## config.mk

```make
export PLATFORM = sky130hd
export DESIGN_NAME = symbol_splitter
export DESIGN_NICKNAME = d
export VERILOG_FILES = /design/src/rtl/zigbee_pkg.sv /design/src/rtl/byte_buffer2.sv /design/src/rtl/symbol_splitter.sv
export SDC_FILE = /design/constraint.sdc
export NUM_CORES = 1
export LEC_CHECK = 0
export BUFFER_PORTS_ARGS = -buffer_cell sky130_fd_sc_hd__clkbuf_2
export CAP_MARGIN = 0
export CORE_MARGIN = 2
export CORE_UTILIZATION = 35
export DETAILED_ROUTE_END_ITERATION = 10
export GPL_TIMING_DRIVEN = 1
export PLACE_DENSITY = 0.6
export SYNTH_ARGS = -nofsm -noshare
export SYNTH_HDL_FRONTEND = slang
export SYNTH_SLANG_ARGS = --single-unit
```

## constraint.sdc

```tcl
create_clock -name inClk -period 1.5 [get_ports inClk]
set_clock_uncertainty 0.05 [all_clocks]
set_input_delay 0.075 -clock inClk [delete_from_list [all_inputs] [get_ports inClk]]
set_output_delay 0.075 -clock inClk [all_outputs]
set_load 0.02 [all_outputs]
```

## src/rtl/zigbee_pkg.sv

```systemverilog
// Shared types for the zigbee transmit chain.
// Symbol/byte widths, splitter FSM states and buffer entry layout.
package zigbee_pkg;

  localparam int SYM_W  = 4;
  localparam int BYTE_W = 8;

  typedef enum logic [1:0] {
    IDLE,
    LOW,
    HIGH
  } state_t;

  typedef struct packed {
    logic [BYTE_W-1:0] data;
    logic              last;
    logic              full;
  } entry_t;

endpackage

```

## src/rtl/byte_buffer2.sv

```systemverilog
// Two-entry byte buffer: CUR is being emitted, NXT is prefetched.
// A push in the same cycle as a pop lands in the slot free after the shift.
module byte_buffer2
  import zigbee_pkg::*;
(
  input  logic              i_clk,
  input  logic              i_rst_n,
  input  logic              i_push,
  input  logic [BYTE_W-1:0] i_byte,
  input  logic              i_last,
  input  logic              i_pop,
  output entry_t            o_cur,
  output logic              o_nxt_full
);

  entry_t r_cur;
  entry_t r_nxt;
  entry_t w_cur;
  entry_t w_nxt;
  entry_t w_in;

  always_comb begin
    w_in  = '{data: i_byte, last: i_last, full: 1'b1};
    w_cur = i_pop ? r_nxt : r_cur;
    w_nxt = i_pop ? '0 : r_nxt;
    if (i_push) begin
      if (!w_cur.full) w_cur = w_in;
      else             w_nxt = w_in;
    end
  end

  always_ff @(posedge i_clk or negedge i_rst_n) begin
    if (!i_rst_n) begin
      r_cur <= '0;
      r_nxt <= '0;
    end else begin
      r_cur <= w_cur;
      r_nxt <= w_nxt;
    end
  end

  assign o_cur      = r_cur;
  assign o_nxt_full = r_nxt.full;

endmodule

```

## src/rtl/symbol_splitter.sv

```systemverilog
// Byte-to-symbol stage: emits each byte as two nibbles, low first,
// one symbol per SYM_PERIOD cycles, with the demux select alternating.
module symbol_splitter
  import zigbee_pkg::*;
#(
  parameter int SYM_PERIOD = 16
) (
  input  logic              inClk,
  input  logic              inRstN,
  input  logic [BYTE_W-1:0] inByte,
  input  logic              inValid,
  input  logic              inLast,
  output logic              outReady,
  output logic [SYM_W-1:0]  outData,
  output logic              outSel,
  output logic              outValid,
  output logic              outLast,
  output logic              outUnderrun
);

  localparam int CW = (SYM_PERIOD > 1) ? $clog2(SYM_PERIOD) : 1;
  localparam logic [CW-1:0] CMAX = CW'(SYM_PERIOD - 1);

  state_t        r_state;
  state_t        w_state_nx;
  logic [CW-1:0] r_cnt;
  logic          r_underrun;
  logic          w_underrun_nx;
  entry_t        w_cur;
  logic          w_nxt_full;
  logic          w_push;
  logic          w_pop;
  logic          w_done;

  assign outReady = !w_nxt_full;
  assign w_push   = inValid && outReady;
  assign w_done   = (r_cnt == CMAX);

  byte_buffer2 u_buf (
    .i_clk      (inClk),
    .i_rst_n    (inRstN),
    .i_push     (w_push),
    .i_byte     (inByte),
    .i_last     (inLast),
    .i_pop      (w_pop),
    .o_cur      (w_cur),
    .o_nxt_full (w_nxt_full)
  );

  always_comb begin
    w_state_nx    = r_state;
    w_pop         = 1'b0;
    w_underrun_nx = 1'b0;
    outData       = '0;
    outSel        = 1'b0;
    outLast       = 1'b0;
    unique case (r_state)
      IDLE: begin
        if (w_cur.full) w_state_nx = LOW;
      end
      LOW: begin
        outData = w_cur.data[SYM_W-1:0];
        if (w_done) w_state_nx = HIGH;
      end
      HIGH: begin
        outData = w_cur.data[BYTE_W-1:SYM_W];
        outSel  = 1'b1;
        outLast = w_cur.last;
        if (w_done) begin
          w_pop = 1'b1;
          // A byte already in NXT or arriving now keeps the stream gapless
          if (w_nxt_full || w_push) begin
            w_state_nx = LOW;
          end else begin
            w_state_nx    = IDLE;
            w_underrun_nx = !w_cur.last;
          end
        end
      end
      default: w_state_nx = IDLE;
    endcase
  end

  assign outValid    = (r_state != IDLE) && (r_cnt == '0);
  assign outUnderrun = r_underrun;

  always_ff @(posedge inClk or negedge inRstN) begin
    if (!inRstN) begin
      r_state    <= IDLE;
      r_cnt      <= '0;
      r_underrun <= 1'b0;
    end else begin
      r_state    <= w_state_nx;
      r_underrun <= w_underrun_nx;
      if (r_state == IDLE || w_done) r_cnt <= '0;
      else                           r_cnt <= r_cnt + 1'b1;
    end
  end

endmodule

```

==> reports/results.ini <==
[route]
wirelength_microns=3438
drcViolationCount=0
ant_nets=0
vias=1153
first_pass_iters=4
drt_iter0_drc=46
vias_per_cell=5.338
wl_per_cell_microns=15.92

[synthesis]
yosys.area.top_type=dfrtp_1
ys_types=34
ys_seq_elements=27
synthCells=122
seq_area_frac_synth=0.4905
synth.net_count=141
synth_top_area_share=0.4905
synth_area_leaders=dfrtp_1 49%, a221o_1 6.5%, mux2i_1 6.5%
postSynthAreaPerCell_sq_um=11.29
yosys_warnings=0
syn_area_sq_um=1378

[sta]
max_freq_ghz=0.5987
fin_setup_tns_ns=-2.018
relSlewSlack=0.5366
setup_viol=16
hold_violations=0
worstMarginPinSlew_ns=0.6950
timing.final.crit_share=1.114
finalMaxSlewViolations=0
fin_crit_ns=1.670
rsz0062_at_grt=true
setup_ws_ns=-0.1703

[worst_setup_path]
crit_buf_inv=3
crit_fanout=4
timing.rr.start=r_state[1]$_DFFE_PN0P_
rrSetupSlack_ns=-0.14
cpMaxStageDelayCell=dfrtp_2
path_class=register to output port
max_stage_delay_ns=0.47
cp_top_family=flip-flops
reg2reg_depth=7
worstPathArrival_ns=1.55
worst_setup_path_start_kind=register
crit_chain=ha_4 > buf_6 > buf_6 > a22oi_2 > nor2b_1 > buf_4
crit_path_frequent_cell=buf_6
crit_required_ns=1.37
timing.rr.end=r_state[1]$_DFFE_PN0P_
critPathCaptureType=output port

[grt]
overflow=0
grt_pass1_wl_microns=5340
grt_pass1_vias=1173
grt_use_total=0.1604
antenna_found_initial=0
grt_max_degree=28

[clock_network]
cts_root_buf=clkbuf_8
cts_tree=yes
htreeDepth=1
numCtsBuffers=3
clockBufferDepth=2
clk_latency_ns=0.27
clkSinkCount=27
path_clk_slew_ns=0.09

[flow_run]
cap_viol_max_count=0

[placement]
place_area_sq_um=1702
dp_cells=198
place.gp.congestion=0.7076
dpl.hpwl_microns=2200
io_buffers=20

[floorplan]
die_h_microns=66.74
row_count=22
initial_core_util=0.3707
die_w_microns=66.74
coreArea_sq_um=3716
design.portCount=21
die_area_sq_um=4454

[layout]
drive_gt1_frac=0.4524
instances_no_fill=216
syn_to_final_growth_pct=47.59
postLayoutCellArea_sq_um=2033
fin_nets=188
antenna_cells=0
final_common_cell=dfrtp_1
layout.cells.most_common_list=26 x dfrtp_1, 16 x buf_4, 13 x clkbuf_2

[outcome]
status=finished with violations
violations=negative setup slack

[power_and_ir_drop]
ir_drop_uv=534.4
power_mw=1.618
p_leak_nw=0.9773
pwr_density_cell_nw_per_um2=796.0

[min_path]
whs_path_depth=2
hp-class=primary input to register
min_from=inByte[1]
min_to=u_buf.o_cur[3]$_DFF_PN0_

repair_timing:
| item | 4_1_cts | 5_1_grt |
|---|---|---|
| setup buffers | 5 | 1 |
| gates resized for setup | 28 | 17 |
| pin swaps | 8 | 3 |
| hold buffers | 6 | 0 |
| endpoints found under the hold margin | 32 | 0 |
| gates cloned | 0 | 2 |
| setup endpoints to repair | 15 | 28 |
state kept, by name, summed over array words and instances (netlist names):
signal	flops
outUnderrun	1
r_cnt	4
r_state	2
u_buf.o_cur	10
u_buf.o_nxt_full	1
u_buf.r_nxt	9
how the worst max path moves through the flow:
stage / slack (ns) / startpoint / endpoint / cells past startpoint
finish: -0.17 / r_state[1]$_DFFE_PN0P_ / outData[2] / 6
global route: -0.23 / r_state[1]$_DFFE_PN0P_ / outData[0] / 6
CTS: -0.15 / r_state[1]$_DFFE_PN0P_ / outData[0] / 6
detailed placement: -0.08 / r_cnt[1]$_DFF_PN0_ / u_buf.o_cur[8]$_DFF_PN0_ / 4
global placement: -0.04 / r_state[0]$_DFFE_PN0P_ / u_buf.o_cur[3]$_DFF_PN0_ / 5
floorplan: -0.13 / r_state[0]$_DFFE_PN0P_ / u_buf.o_cur[1]$_DFF_PN0_ / 7
synth_stat cells:
| cell | number |
|---|---|
| nand4_2 | 1 |
| buf_4 | 1 |
| nor3b_4 | 1 |
| nand2_1 | 2 |
| nor2_1 | 12 |
| nand2b_1 | 1 |
| a22oi_1 | 4 |
| nand3b_1 | 1 |
| mux2_2 | 1 |
| nor3b_1 | 10 |
| inv_1 | 7 |
| and3_1 | 1 |
| o21bai_1 | 1 |
| a21oi_2 | 2 |
| dfrtp_1 | 27 |
| a221o_1 | 9 |
| buf_2 | 4 |
| or4_1 | 1 |
| nor4b_1 | 1 |
| nor2b_1 | 4 |
| o21a_1 | 1 |
| a21oi_1 | 3 |
| nor4_1 | 1 |
| ha_1 | 7 |
| xnor2_1 | 1 |
| mux2i_1 | 9 |
| o21ai_0 | 2 |
| o211ai_1 | 1 |
| clkbuf_1 | 1 |
| and2_1 | 1 |
| o22ai_1 | 1 |
| and4_1 | 1 |
| o2bb2ai_1 | 1 |
| nor3_1 | 1 |
per-layer routing:
| metal | wire, microns | share of wire | track usage |
|---|---|---|---|
| met1 | 1484 | 0.43 | 0.1964 |
| met2 | 1779 | 0.52 | 0.2838 |
| met3 | 109 | 0.032 | 0.02703 |
| met4 | 64 | 0.019 | 0.05357 |
| met5 | 0 | 0 | 0 |
logic make-up (layout without fill, tap and decap cells):
kind of cell | Yosys count | in the layout | synth area share
xor+xnor | 1 | 1 | 0.006359
flops | 27 | 27 | 0.4905
mux | 10 | 10 | 0.07357
compound gates | 25 | 27 | 0.1453
fa+ha+maj | 7 | 7 | 0.06358
simple gates | 39 | 39 | 0.1789
buf+inv | 13 | 57 | 0.04178
where the power goes:
group	switching, mW	internal, mW	total, mW
clock network	0.230	0.191	0.421
logic	0.170	0.197	0.367
registers	0.0417	0.789	0.830
layout make-up:
| class | instances | area (sq um) |
|---|---|---|
| Clock buffer | 4 | 45.04 |
| Fill cell | 331 | 1683 |
| Inverter | 7 | 28.78 |
| Multi-Input combinational cell | 84 | 838.3 |
| Sequential cell | 27 | 676.9 |
| Tap cell | 48 | 60.06 |
| Timing Repair Buffer | 46 | 384.1 |
worst register-to-register path, cell delays in order (launching register included):
cell	delay [ns]
dfrtp_2	0.47
ha_4	0.18
buf_6	0.11
buf_4	0.12
buf_4	0.13
nor2_4	0.11
o22ai_4	0.08
mux2_2	0.27
metrics by stage:
step	utilization	hold WS, ns	setup slack [ns]
after floorplan	-	-0.2706	-0.1341
after global placement	0.4579	0.09393	-0.04193
after detailed placement	0.4579	0.1079	-0.08068
after CTS	0.5263	0.003164	-0.1472
after global routing	0.5471	0.005381	-0.2274
final	0.5471	0.001514	-0.1703
No activity file was read; power rests on OpenSTA's default activity.
